### config.mk
export PLATFORM = sky130hd
export DESIGN_NAME = led_status_scheduler
export DESIGN_NICKNAME = d
export VERILOG_FILES = /design/src/rtl/led_status_pkg.sv /design/src/rtl/led_status_scheduler_tick_gen.sv /design/src/rtl/led_status_scheduler.sv
export SDC_FILE = /design/constraint.sdc
export NUM_CORES = 1
export LEC_CHECK = 0
export BUFFER_PORTS_ARGS = -buffer_cell sky130_fd_sc_hd__clkbuf_2
export CORE_MARGIN = 2
export CORE_UTILIZATION = 53
export CTS_BUF_LIST = sky130_fd_sc_hd__clkbuf_16
export DETAILED_ROUTE_END_ITERATION = 6
export GPL_ROUTABILITY_DRIVEN = 0
export PLACE_DENSITY_LB_ADDON = 0.12
export SYNTH_ARGS = -nofsm -noshare
export SYNTH_HDL_FRONTEND = slang
export SYNTH_SLANG_ARGS = --single-unit
### constraint.sdc
create_clock -name clk -period 1.9 [get_ports clk]
set_clock_uncertainty 0.15 [all_clocks]
set_input_delay 0.285 -clock clk [delete_from_list [all_inputs] [get_ports clk]]
set_output_delay 0.285 -clock clk [all_outputs]
set_load 0.03 [all_outputs]
### src/rtl/led_status_pkg.sv
// Shared types and helpers for the status-LED scheduler and its slow-rate tick source.
package led_status_pkg;

    typedef enum logic [1:0] {
        IDLE = 2'd0,
        ON   = 2'd1,
        OFF  = 2'd2,
        GAP  = 2'd3
    } state_t;

    // Counter width that never collapses to zero bits for tiny ranges.
    function automatic int clog2_min1(input int value);
        return (value <= 2) ? 1 : $clog2(value);
    endfunction

endpackage

### src/rtl/led_status_scheduler_tick_gen.sv
// Free-running divider: one-cycle tick every CLK_DIV clocks, reusable by other slow-rate blocks.
module tick_gen
    import led_status_pkg::*;
#(
    parameter int CLK_DIV = 12_500_000
) (
    input  logic clk,
    input  logic rst_n,
    output logic tick
);

    localparam int CW = clog2_min1(CLK_DIV);

    logic [CW-1:0] count;

    assign tick = (count == CW'(CLK_DIV - 1));

    always_ff @(posedge clk or negedge rst_n) begin
        if (!rst_n) begin
            count <= '0;
        end else if (tick) begin
            count <= '0;
        end else begin
            count <= count + CW'(1);
        end
    end

endmodule

### src/rtl/led_status_scheduler.sv
// Shares the status LED between an idle heartbeat and prioritised blink-code requesters.
//
//   state | meaning
//   IDLE  | heartbeat running, arbitrating requests on each tick
//   ON    | LED lit for one tick of the owner's blink code
//   OFF   | LED dark between blinks; decides next blink or the trailing gap
//   GAP   | trailing dark period, then done pulse and release
module led_status_scheduler
    import led_status_pkg::*;
#(
    parameter int CLK_DIV   = 12_500_000,
    parameter int N_REQ     = 4,
    parameter int HB_TICKS  = 2,
    parameter int GAP_TICKS = 4
) (
    input  logic             clk,
    input  logic             rst_n,
    input  logic [N_REQ-1:0] req,
    output logic [N_REQ-1:0] grant,
    output logic [N_REQ-1:0] done,
    output logic             busy,
    output logic             led_out
);

    localparam int LW = clog2_min1(N_REQ);
    localparam int GW = clog2_min1(GAP_TICKS);
    localparam int HW = clog2_min1(HB_TICKS);

    logic          tick;
    state_t        state;
    logic [LW-1:0] win;
    logic [LW-1:0] left;
    logic [GW-1:0] gap;
    logic [HW-1:0] hb_cnt;

    tick_gen #(.CLK_DIV(CLK_DIV)) u_tick_gen (
        .clk   (clk),
        .rst_n (rst_n),
        .tick  (tick)
    );

    // Lowest set index wins; scanning downward leaves the smallest one.
    always_comb begin
        win = '0;
        for (int i = N_REQ - 1; i >= 0; i--) begin
            if (req[i]) win = LW'(i);
        end
    end

    always_ff @(posedge clk or negedge rst_n) begin
        if (!rst_n) begin
            state   <= IDLE;
            grant   <= '0;
            done    <= '0;
            busy    <= 1'b0;
            led_out <= 1'b0;
            left    <= '0;
            gap     <= '0;
            hb_cnt  <= '0;
        end else begin
            done <= '0;
            if (tick) begin
                case (state)
                    IDLE: begin
                        if (|req) begin
                            grant   <= N_REQ'(1) << win;
                            busy    <= 1'b1;
                            left    <= win;
                            led_out <= 1'b1;
                            state   <= ON;
                        end else if (hb_cnt == HW'(HB_TICKS - 1)) begin
                            led_out <= ~led_out;
                            hb_cnt  <= '0;
                        end else begin
                            hb_cnt <= hb_cnt + HW'(1);
                        end
                    end
                    ON: begin
                        led_out <= 1'b0;
                        state   <= OFF;
                    end
                    OFF: begin
                        if (left == '0) begin
                            gap   <= GW'(GAP_TICKS - 1);
                            state <= GAP;
                        end else begin
                            left    <= left - LW'(1);
                            led_out <= 1'b1;
                            state   <= ON;
                        end
                    end
                    GAP: begin
                        if (gap == '0) begin
                            done    <= grant;
                            grant   <= '0;
                            busy    <= 1'b0;
                            led_out <= 1'b0;
                            hb_cnt  <= '0;
                            state   <= IDLE;
                        end else begin
                            gap <= gap - GW'(1);
                        end
                    end
                    default: state <= IDLE;
                endcase
            end
        end
    end

endmodule

# Yosys cells after proc, flatten, opt, wreduce, memory -nomap -nowiden
# Index checks and enable logic that the tools add are counted.
[totals] register_bits=41 in_bits=6
[op_classes] n_shift=1 n_addsub=4 muxes=31 n_eq_ne=11 n_bitwise=1 reduce_logical=13
[ops] operator="24-bit by 1-bit adder with 24-bit output (second input constant)" n=1
[ops] operator="24-bit equality test (second input constant)" n=1
[ops] operator="24-bit two-way mux" n=1
[ops] operator="2-bit two-way mux" n=11
[ops] operator="4-bit two-way mux" n=5
[ops] operator="4-bit AND reduction" n=5
[ops] operator="2-bit != test (second input constant)" n=6
[ops] operator="2-bit one-hot mux with 2 select lines" n=2
[ops] operator="2-bit one-hot mux with 4 select lines" n=1
[ops] operator="4-bit one-hot mux with 2 select lines" n=1
[ops] operator="1-bit two-way mux" n=7
[ops] operator="2-bit zero test" n=3
[ops] operator="2-bit nonzero test" n=3
[ops] operator="2-bit equality test (second input constant)" n=2
[ops] operator="1-bit one-hot mux with 2 select lines" n=2
[ops] operator="1-bit one-hot mux with 4 select lines" n=1
[ops] operator="4-bit OR reduction" n=1
[ops] operator="1-bit by 2-bit left shift with 4-bit output (first input constant)" n=1
[ops] operator="2-bit by 1-bit subtractor with 2-bit output (second input constant)" n=2
[ops] operator="3-bit != test (second input constant)" n=1
[ops] operator="3-bit AND reduction" n=1
[ops] operator="2-bit by 1-bit equality test with 1-bit output (second input constant)" n=1
[ops] operator="1-bit adder (second input constant)" n=1
[ops] operator="1-bit inverter" n=1

# Depth between registers and ports, before layout
# Gate-level depths: netlist of run 1.
[logic_depth] ltp_word=7 depth_mapped=7

# Modules after synthesis
# A second synthesis of run 1 with hierarchy kept.
[unflattened] cells_unflattened=207 area_unflattened_um2=2039.5
[by_module_without_submodules] module="tick_gen" seq_area_each_um2=600.6 instances=1 area_per_inst_um2=1177.4 cells_each=116
[by_module_without_submodules] module="led_status_scheduler" seq_area_each_um2=425.4 instances=1 area_per_inst_um2=862.1 cells_each=91

# Worst setup path after synthesis of run 1
# OpenSTA, ideal clock, no wires.
[synth_path] kind="register to register" from="register u_tick_gen.count[2]" to="register u_tick_gen.count[23]" required_time_ns=1.677 setup_time_ns=0.073 path_stages_with_launch=6 t_arrival_ns=1.656 n_path_buf=1 setup_slack_ns=0.021 synth_period_minus_slack_ns=1.879 path_cell_list="dfrtp_1 > nand3_2 > or3_1 > buf_2 > or4_4 > a21oi_2"
[synth_via] elab_chain_len=2 elab_cells_between_ends=3
[synth_rtl] item="from (decl)" line="led_status_scheduler_tick_gen.sv:14" source="logic [CW-1:0] count;"
[synth_rtl] item="from (signal assigned)" line="led_status_scheduler_tick_gen.sv:24" source="count <= count + CW'(1);"
[synth_rtl] item="24-bit by 1-bit adder with 24-bit output or 24-bit equality test (tied branches)" line="led_status_scheduler_tick_gen.sv:24, led_status_scheduler_tick_gen.sv:16"
[synth_rtl] item="24-bit two-way mux *" line="led_status_scheduler_tick_gen.sv:21" source="end else if (tick) begin"
# Every way passes the cells marked *; elsewhere a longest branch is shown, timed or not.
# A chain may end at the register's enable or synchronous reset.

# Final worst setup path of run 1
[layout_path] from="register u_tick_gen.count[21]" to="register state[0]"
[layout_via] elab_chain_len=2
[layout_rtl] item="24-bit equality test" line="led_status_scheduler_tick_gen.sv:16" source="assign tick = (count == CW'(CLK_DIV - 1));"
[layout_rtl] item="3-bit AND reduction (no source line)"
[layout_rtl] item="to (signal assigned)" line="led_status_scheduler.sv:52" source="state <= IDLE;"
[layout_rtl] item="to (signal assigned)" line="led_status_scheduler.sv:70" source="state <= ON;"
[layout_rtl] item="to (signal assigned)" line="led_status_scheduler.sv:80" source="state <= OFF;"
[layout_rtl] item="to (decl)" line="led_status_scheduler.sv:30" source="state_t state;"
# Every way passes these cells.

==> results of run 1 <==
-- repair_timing --
item / CTS / global route
gates resized for setup: 3 / 11
hold buffers: 1 / 0
setup endpoints to repair: 18 / 28
hold endpoints to repair: 17 / 0
buffers inserted: 1 / 2
pin swaps: 0 / 1
-- cell usage after synthesis (2+ instances only) --
master	number
nand4_1	12
mux2_2	3
nand3_1	11
and3_1	13
dfrtp_1	41
and2_1	3
o21ai_0	10
buf_2	3
o31ai_1	8
a31oi_1	2
ha_1	3
xnor2_1	9
nand2_1	13
or3_1	2
inv_1	10
nor3_1	3
nor4_1	7
a21oi_1	7
nor2_1	11
mux2i_1	3
nand2b_1	4
xor2_1	5
or4_1	2
and4_1	2
clkbuf_1	5
-- power by group --
| group | internal, W | switching (W) | total (W) |
|---|---|---|---|
| clock network | 0.000474 | 0.000318 | 0.000792 |
| logic | 0.0000221 | 0.0000429 | 0.0000650 |
| registers | 0.000878 | 0.00000296 | 0.000880 |
-- per-layer routing --
metal	up-vias	GRT usage (%)
li1	915	-
met1	937	35.1
met2	46	39.6
met3	7	5.50
met4	0	6.63
met5	-	0
-- cells by family after synthesis --
family | count (synthesis) | share of synthesized area (%)
xor+xnor | 14 | 5.73
fa+ha+maj | 3 | 1.75
mux | 6 | 2.98
simple gates | 92 | 24.7
compound gates | 42 | 13.4
flops | 41 | 47.9
buf+inv | 19 | 3.51
-- through the flow --
| stage | cell area [um^2] | setup TNS, ns | util (%) | total power [W] | hold slack (ns) |
|---|---|---|---|---|---|
| CTS | 2660 | -0.0137 | 67.5 | 0.00175 | 0.152 |
| finish | 2710 | -0.000352 | 68.6 | 0.00174 | 0.137 |
| global placement | 2490 | 0 | 63.2 | 0.000959 | 0.116 |
| detailed placement | 2490 | -0.184 | 63.2 | 0.000961 | 0.119 |
| floorplan | 2140 | 0 | - | 0.000917 | -0.161 |
| global route | 2710 | -0.932 | 68.6 | 0.00181 | 0.152 |
-- worst max-delay path: stages, from the launching register on --
cell	delay [ns]
dfrtp_1	0.40
nand4_1	0.24
or3_4	0.47
nor2_1	0.22
buf_4	0.19
o221a_2	0.18
-- sequential cells by signal, indices dropped and copies added (netlist names) --
signal            flops
busy                  1
done                  4
gap                   2
grant                 4
hb_cnt                1
led_out               1
left                  2
state                 2
u_tick_gen.count     24
-- final timing paths --
kind                                                start                   end  slack [ns]  depth (start not counted)
hold reg to reg                       left[0]$_DFFE_PN0P_   left[0]$_DFFE_PN0P_        0.32                          1
setup / recovery           u_tick_gen.count[21]$_DFF_PN0_  state[0]$_DFFE_PN0P_     -0.0004                          5
setup reg to reg           u_tick_gen.count[21]$_DFF_PN0_  state[0]$_DFFE_PN0P_     -0.0004                          5
hold / removal                                     req[1]  grant[1]$_DFFE_PN0P_        0.14                          3
min in group asynchronous                           rst_n  state[0]$_DFFE_PN0P_        0.36                          2
max in group asynchronous                           rst_n    gap[0]$_DFFE_PN0P_        0.75                          3
-- final cells by class --
class	instances	area, um^2
Fill cell	299	1240
Multi-Input combinational cell	157	1080
Sequential cell	41	1030
Timing Repair Buffer	51	360
Clock buffer	5	125
Tap cell	50	62.6
Inverter	10	37.5
Clock inverter	3	12.5
==> report_table.html, run 1 <==
<table>
<tr><th>Metric</th><th>Value</th></tr>
<tr><th colspan="2">Place</th></tr>
<tr><td>Detailed placer's ending HPWL</td><td>~3.8 mm</td></tr>
<tr><td>Pre-CTS WS</td><td>-0.0725 ns</td></tr>
<tr><td>Number of port buffers</td><td>15</td></tr>
<tr><td>Instance count after placement with tap cells included</td><td>roughly 310</td></tr>
<tr><th colspan="2">Routing</th></tr>
<tr><td>Aggregate routed wire length</td><td>roughly 5.1 mm</td></tr>
<tr><td>Routed length on met2</td><td>2.42 mm</td></tr>
<tr><td>Number of nets with antenna violations after detailed routing</td><td>0</td></tr>
<tr><td>Routed via count</td><td>roughly 1900</td></tr>
<tr><td>Avg Vias per Cell</td><td>between 6 and 7</td></tr>
<tr><td>Number of violations reported at the end of detailed-routing iteration 0</td><td>164</td></tr>
<tr><td>Met1 wire length</td><td>2.37 mm</td></tr>
<tr><td>Detailed-route DRC error count</td><td>0</td></tr>
<tr><td>First-pass detailed-route iteration total</td><td>5</td></tr>
<tr><td>Post-detailed-route wirelength per cell</td><td>approximately 16 um</td></tr>
<tr><td>Top Metal Used</td><td>met4</td></tr>
<tr><td>Met3 routed wirelength</td><td>between 200 and 250 um</td></tr>
<tr><th colspan="2">Synth</th></tr>
<tr><td>Count of state elements after synthesis</td><td>between 40 and 50</td></tr>
<tr><td>Number of enable-type register cells in the synthesized netlist</td><td>0</td></tr>
<tr><td>Share of the synthesized area in the top cell type</td><td>a little under half</td></tr>
<tr><td>Most used flip-flop cell after synthesis</td><td>dfrtp_1</td></tr>
<tr><td>Biggest area consumer among synthesized cells</td><td>dfrtp_1</td></tr>
<tr><td>Combined area of all synthesized cells</td><td>around 0.0021 mm^2</td></tr>
<tr><td>Syn Nets</td><td>roughly 230</td></tr>
<tr><td>Number of instances in the synthesized netlist</td><td>between 200 and 250</td></tr>
<tr><td>Cells taking the most area after synthesis</td><td>dfrtp_1 (48%), and3_1 (3.8%), xnor2_1 (3.7%), nand4_1 (3.5%), o31ai_1 (2.8%)</td></tr>
<tr><td>Share of the yosys chip area belonging to registers</td><td>a little under half</td></tr>
<tr><td>Yosys cell types</td><td>50</td></tr>
<tr><td>Synth Area per Inst</td><td>between 9 and 10 um^2</td></tr>
<tr><td>Count of warnings emitted by yosys</td><td>0</td></tr>
<tr><td>Async set-or-reset flop fraction in the synthesized netlist</td><td>100%</td></tr>
<tr><th colspan="2">Worst setup path</th></tr>
<tr><td>WP data required</td><td>approximately 2 ns</td></tr>
<tr><td>Kind of end point of the critical path</td><td>register</td></tr>
<tr><td>Crit start category</td><td>register</td></tr>
<tr><td>WS Path Type</td><td>reg2reg</td></tr>
<tr><td>Arrival time of data at the critical path endpoint</td><td>1.97 ns</td></tr>
<tr><td>Worst Path Max Fanout</td><td>6</td></tr>
<tr><th colspan="2">STA</th></tr>
<tr><td>Final Setup Violations</td><td>1</td></tr>
<tr><td>Minimum clock period after layout</td><td>about 1.9 ns</td></tr>
<tr><td>Post-layout worst setup margin</td><td>-0.000352 ns</td></tr>
<tr><td>Final critical-path share of the clock period</td><td>100%</td></tr>
<tr><td>Worst-Margin Slew</td><td>roughly 0.51 ns</td></tr>
<tr><td>Setup repair after global routing missed its margin</td><td>true</td></tr>
<tr><td>Final Max Tran Viols</td><td>0</td></tr>
<tr><td>Top achievable clock speed</td><td>between 500 and 600 MHz</td></tr>
<tr><td>Hold Vio Cnt, Final</td><td>0</td></tr>
<tr><td>Headroom to the max-slew limit</td><td>66.1%</td></tr>
<tr><th colspan="2">Cells and area</th></tr>
<tr><td>Leading cell types in the layout, fill and taps excluded</td><td>dfrtp_1 (41), buf_4 (34), clkbuf_2 (15)</td></tr>
<tr><td>Inserted Diodes</td><td>0</td></tr>
<tr><td>Relative area change from synthesis to final layout</td><td>26.4%</td></tr>
<tr><td>Commonest non-fill, non-tap cell in the layout</td><td>dfrtp_1</td></tr>
<tr><td>Total number of nets in the final design</td><td>between 200 and 300</td></tr>
<tr><td>Fraction of layout instances using a drive strength above 1</td><td>28.5%</td></tr>
<tr><td>Number of standard cells in the layout, taps in and fillers out</td><td>about 320</td></tr>
<tr><th colspan="2">Floorplan</th></tr>
<tr><td>Row cnt</td><td>23</td></tr>
<tr><td>Chip Width</td><td>67.6 um</td></tr>
<tr><td>Core outline area</td><td>a little under 0.004 mm^2</td></tr>
<tr><td>Initial standard-cell utilization of the core</td><td>a little over half</td></tr>
<tr><td>Number of primary I/O pins</td><td>16</td></tr>
<tr><td>Die height</td><td>67.6 um</td></tr>
<tr><td>Area of the die</td><td>~0.0046 mm^2</td></tr>
<tr><th colspan="2">Global route</th></tr>
<tr><td>Largest net degree at the start of global routing</td><td>25</td></tr>
<tr><td>Antenna violations before repair</td><td>0</td></tr>
<tr><td>Total track usage</td><td>around a quarter</td></tr>
<tr><td>GRT overflow</td><td>0</td></tr>
<tr><td>Wire length of the first global-routing pass</td><td>roughly 8.5 mm</td></tr>
<tr><td>Number of global-route vias before repair</td><td>~1800</td></tr>
<tr><th colspan="2">Power and ir drop</th></tr>
<tr><td>Pleak</td><td>between 1 and 1.5 nW</td></tr>
<tr><td>Maximum ir drop on the vdd rail</td><td>~0.53 mV</td></tr>
<tr><td>Cell Pwr Density</td><td>between 600 and 700 mW/mm^2</td></tr>
<tr><th colspan="2">Clock network</th></tr>
<tr><td>Maximum level of the CTS H-tree</td><td>2</td></tr>
<tr><td>Clock sink total</td><td>a little over 40</td></tr>
<tr><td>Clock-pin slew on the worst setup and hold paths</td><td>approximately 0.060 ns</td></tr>
<tr><td>TritonCTS clock tree</td><td>built</td></tr>
<tr><td>Number of clock buffers inserted by TritonCTS</td><td>5</td></tr>
<tr><td>Root cell of the clock tree</td><td>clkbuf_16</td></tr>
<tr><td>Insertion delay to the later sink of the worst-skew pair</td><td>around 0.28 ns</td></tr>
<tr><td>Number of buffers on the longest clock path</td><td>2</td></tr>
<tr><th colspan="2">Outcome</th></tr>
<tr><td>Failing checks</td><td>setup timing</td></tr>
<tr><td>Outcome</td><td>finished with violations</td></tr>
<tr><th colspan="2">Run</th></tr>
<tr><td>Total of max-cap violations</td><td>0</td></tr>
<tr><th colspan="2">Min path</th></tr>
<tr><td>Class of the tightest hold or removal check</td><td>in2reg</td></tr>
</table>
Note: power is estimated with default switching activity, not from simulation.
==> inputs of run 2 (changes only) <==
--- a/config.mk
+++ b/config.mk
@@ -7,11 +7,13 @@
 export LEC_CHECK = 0
 export BUFFER_PORTS_ARGS = -buffer_cell sky130_fd_sc_hd__clkbuf_2
 export CORE_MARGIN = 2
-export CORE_UTILIZATION = 53
+export CORE_UTILIZATION = 52
 export CTS_BUF_LIST = sky130_fd_sc_hd__clkbuf_16
+export CTS_CLUSTER_DIAMETER = 80
 export DETAILED_ROUTE_END_ITERATION = 6
 export GPL_ROUTABILITY_DRIVEN = 0
 export PLACE_DENSITY_LB_ADDON = 0.12
+export SLEW_MARGIN = 5
 export SYNTH_ARGS = -nofsm -noshare
 export SYNTH_HDL_FRONTEND = slang
 export SYNTH_SLANG_ARGS = --single-unit
==> run 2 against run 1 <==
Against the previous run: the run still ends with setup timing left; core utilization grew 3.6 points; non-clock buffer count grew 5; largest cell class unchanged; global-route usage grew 1.3 points; sequential cell count is the same; cell area grew 6.0%; critical path depth grew 1; setup slack lost 0.039 ns; sequential power is essentially flat; die area grew 1.8%.
==> report_table.html, run 2 (same netlist as run 1, synthesis figures left out) <==
<table>
<tr><th>Metric</th><th>Value</th></tr>
<tr><th colspan="2">Outcome</th></tr>
<tr><td>Outcome</td><td>finished with violations</td></tr>
<tr><td>Failing checks</td><td>setup timing</td></tr>
<tr><th colspan="2">Power and ir drop</th></tr>
<tr><td>Pleak</td><td>1.29 nW (+4.0%)</td></tr>
<tr><td>Maximum ir drop on the vdd rail</td><td>0.501 mV (-5.4%)</td></tr>
<tr><td>Cell Pwr Density</td><td>660 mW/mm^2 (+2.8%)</td></tr>
<tr><th colspan="2">STA</th></tr>
<tr><td>Final critical-path share of the clock period</td><td>102% (+2.1 points)</td></tr>
<tr><td>Top achievable clock speed</td><td>516 MHz (-2.0%)</td></tr>
<tr><td>Hold Vio Cnt, Final</td><td>0 (unchanged)</td></tr>
<tr><td>Post-layout worst setup margin</td><td>-0.0397 ns (-0.0394 ns)</td></tr>
<tr><td>Headroom to the max-slew limit</td><td>64.8% (-1.3 points)</td></tr>
<tr><td>Minimum clock period after layout</td><td>1.94 ns (+0.0394 ns)</td></tr>
<tr><td>Fin Hold WS</td><td>0.149 ns (+0.0124 ns)</td></tr>
<tr><td>Final Max Tran Viols</td><td>0 (unchanged)</td></tr>
<tr><td>Setup_tns</td><td>-0.0397 ns (-0.0394 ns)</td></tr>
<tr><td>Final Setup Violations</td><td>1 (unchanged)</td></tr>
<tr><td>Setup repair after global routing missed its margin</td><td>true</td></tr>
<tr><td>Worst-Margin Slew</td><td>0.529 ns (+0.0200 ns)</td></tr>
<tr><th colspan="2">Place</th></tr>
<tr><td>Detailed placer's ending HPWL</td><td>3.80 mm (+0.36%)</td></tr>
<tr><td>Instance count after placement with tap cells included</td><td>305 (unchanged)</td></tr>
<tr><td>Pre-CTS WS</td><td>-0.0914 ns (-0.0189 ns)</td></tr>
<tr><td>Number of port buffers</td><td>15 (unchanged)</td></tr>
<tr><th colspan="2">Clock network</th></tr>
<tr><td>Root cell of the clock tree</td><td>clkbuf_16</td></tr>
<tr><td>Number of buffers on the longest clock path</td><td>2 (unchanged)</td></tr>
<tr><td>Insertion delay to the later sink of the worst-skew pair</td><td>0.28 ns (about the same)</td></tr>
<tr><td>TritonCTS clock tree</td><td>built</td></tr>
<tr><td>Clock sink total</td><td>41 (unchanged)</td></tr>
<tr><td>Maximum level of the CTS H-tree</td><td>2 (unchanged)</td></tr>
<tr><td>Number of clock buffers inserted by TritonCTS</td><td>5 (unchanged)</td></tr>
<tr><td>Clock-pin slew on the worst setup and hold paths</td><td>0.06 ns (about the same)</td></tr>
<tr><th colspan="2">Cells and area</th></tr>
<tr><td>Relative area change from synthesis to final layout</td><td>34.0%</td></tr>
<tr><td>Area taken by multi-input logic gates</td><td>0.00117 mm^2 (+8.2%)</td></tr>
<tr><td>Register with the most flip-flops</td><td>u_tick_gen.count</td></tr>
<tr><td>Registers with the most flip-flops</td><td>u_tick_gen.count: 24 flops, done: 4 flops, grant: 4 flops</td></tr>
<tr><td>Max reg flops</td><td>24 (unchanged)</td></tr>
<tr><td>Fraction of layout instances using a drive strength above 1</td><td>33.8% (+5.4 points)</td></tr>
<tr><td>Reg area</td><td>0.00103 mm^2 (unchanged)</td></tr>
<tr><td>Final core occ</td><td>72.2% (+3.6 points)</td></tr>
<tr><td>Commonest non-fill, non-tap cell in the layout</td><td>dfrtp_1</td></tr>
<tr><td>Total number of nets in the final design</td><td>280 (+1.8%)</td></tr>
<tr><td>FILL cells</td><td>273 (-8.7%)</td></tr>
<tr><td>Leading cell types in the layout, fill and taps excluded</td><td>dfrtp_1 (41), buf_4 (37), clkbuf_2 (15)</td></tr>
<tr><td>Inserted Diodes</td><td>0 (unchanged)</td></tr>
<tr><td>Number of standard cells in the layout, taps in and fillers out</td><td>322 (+1.6%)</td></tr>
<tr><th colspan="2">Global route</th></tr>
<tr><td>GRT overflow</td><td>0 (unchanged)</td></tr>
<tr><td>Number of global-route vias before repair</td><td>1903 (+6.3%)</td></tr>
<tr><td>Antenna violations before repair</td><td>0 (unchanged)</td></tr>
<tr><td>Largest net degree at the start of global routing</td><td>25 (unchanged)</td></tr>
<tr><td>Wire length of the first global-routing pass</td><td>8.99 mm (+5.7%)</td></tr>
<tr><td>Total track usage</td><td>26.4% (+1.3 points)</td></tr>
<tr><th colspan="2">Worst setup path</th></tr>
<tr><td>R2R Setup Slk</td><td>-0.04 ns (-0.04 ns)</td></tr>
<tr><td>Worst Setup EP</td><td>grant[3]$_DFFE_PN0P_</td></tr>
<tr><td>WP data required</td><td>1.90 ns (-0.07 ns)</td></tr>
<tr><td>FF-to-FF Start</td><td>u_tick_gen.count[1]$_DFF_PN0_</td></tr>
<tr><td>RR Endpoint</td><td>grant[3]$_DFFE_PN0P_</td></tr>
<tr><td>Source of the critical timing path</td><td>u_tick_gen.count[1]$_DFF_PN0_</td></tr>
<tr><td>Worst Path Max Fanout</td><td>6 (unchanged)</td></tr>
<tr><td>R2R cell count</td><td>6 (+1)</td></tr>
<tr><td>Arrival time of data at the critical path endpoint</td><td>1.94 ns (-0.03 ns)</td></tr>
<tr><td>Kind of end point of the critical path</td><td>register</td></tr>
<tr><td>WS Path Type</td><td>reg2reg</td></tr>
<tr><td>Crit start category</td><td>register</td></tr>
<tr><th colspan="2">Floorplan</th></tr>
<tr><td>Initial standard-cell utilization of the core</td><td>53.9% (-0.39 points)</td></tr>
<tr><td>Area of the die</td><td>0.00465 mm^2 (+1.8%)</td></tr>
<tr><td>Core outline area</td><td>0.00397 mm^2 (+0.73%)</td></tr>
<tr><td>Chip Width</td><td>68.2 um (+0.90%)</td></tr>
<tr><td>Die height</td><td>68.2 um (+0.90%)</td></tr>
<tr><td>Number of primary I/O pins</td><td>16 (unchanged)</td></tr>
<tr><td>Row cnt</td><td>23 (unchanged)</td></tr>
<tr><th colspan="2">Routing</th></tr>
<tr><td>Detailed-route DRC error count</td><td>0 (unchanged)</td></tr>
<tr><td>Number of violations reported at the end of detailed-routing iteration 0</td><td>136 (-17%)</td></tr>
<tr><td>Routed via count</td><td>1878 (-1.4%)</td></tr>
<tr><td>First-pass detailed-route iteration total</td><td>4 (-1)</td></tr>
<tr><td>Number of nets with antenna violations after detailed routing</td><td>0 (unchanged)</td></tr>
<tr><td>Avg Vias per Cell</td><td>5.83 (-2.9%)</td></tr>
<tr><td>Aggregate routed wire length</td><td>5.48 mm (+8.2%)</td></tr>
<tr><td>Post-detailed-route wirelength per cell</td><td>17.0 um (+6.5%)</td></tr>
<tr><th colspan="2">Run</th></tr>
<tr><td>Total of max-cap violations</td><td>0 (unchanged)</td></tr>
<tr><th colspan="2">Min path</th></tr>
<tr><td>Class of the tightest hold or removal check</td><td>in2reg</td></tr>
</table>
-- run 2: what timing repair did --
item                       CTS  global route
setup endpoints to repair   14            29
hold buffers                 1             0
cloned                       0             0
pin swaps                    0            10
gates resized for setup      6            30
buffers inserted             1             7
hold endpoints to repair    17             0
-- run 2: worst max-delay path: stages (launching register included) --
cell and delay, ns:
dfrtp_1 0.37, ha_2 0.19, nand4_1 0.16, or3_4 0.48, buf_8 0.16, o31ai_4 0.19, o21ai_1 0.11
-- run 2: worst min-delay path by stage --
stage / from / end / slack, ns / cells past startpoint
finish: req[1] / grant[1]$_DFFE_PN0P_ / 0.15 / 3
global route: req[1] / grant[1]$_DFFE_PN0P_ / 0.16 / 3
CTS: req[1] / grant[1]$_DFFE_PN0P_ / 0.16 / 3
detailed placement: rst_n / u_tick_gen.count[21]$_DFF_PN0_ / 0.12 / 1
global placement: rst_n / u_tick_gen.count[21]$_DFF_PN0_ / 0.11 / 1
floorplan: rst_n / busy$_DFFE_PN0P_ / -0.16 / 0
-- run 2: area by class of cell --
| class | count | area share [%] |
|---|---|---|
| multi-input cells | 157 | 40.8 |
| flip-flops and latches | 41 | 35.8 |
| repair buffers | 56 | 14.3 |
| clock buffers | 5 | 4.36 |
| well taps | 50 | 2.18 |
| clock inverters | 3 | 1.31 |
| inverters | 10 | 1.31 |
-- run 2: per-layer routing --
metal  part of all wire [%]  wire length, um  up-vias  GRT usage [%]
met5                      0                0        -              0
met3                    3.8              208       12           4.61
met4                    1.8               99        0           11.5
met2                     49             2700       43           43.2
met1                     45             2470      903           34.4
li1                       -                -      920              -
-- run 2: per-stage QoR --
stage               instance area, um^2  total power, W
global route                       2870         0.00196
finish                             2870         0.00189
detailed placement                 2490        0.000961
global placement                   2490        0.000958
floorplan                          2140        0.000917
CTS                                2700         0.00190
-- run 2: where the power goes --
part	switching [W]	total (W)	internal, W
registers	0.00000475	0.000882	0.000877
logic	0.0000458	0.0000704	0.0000246
clock network	0.000330	0.000940	0.000610
total	0.000381	0.00189	0.00151
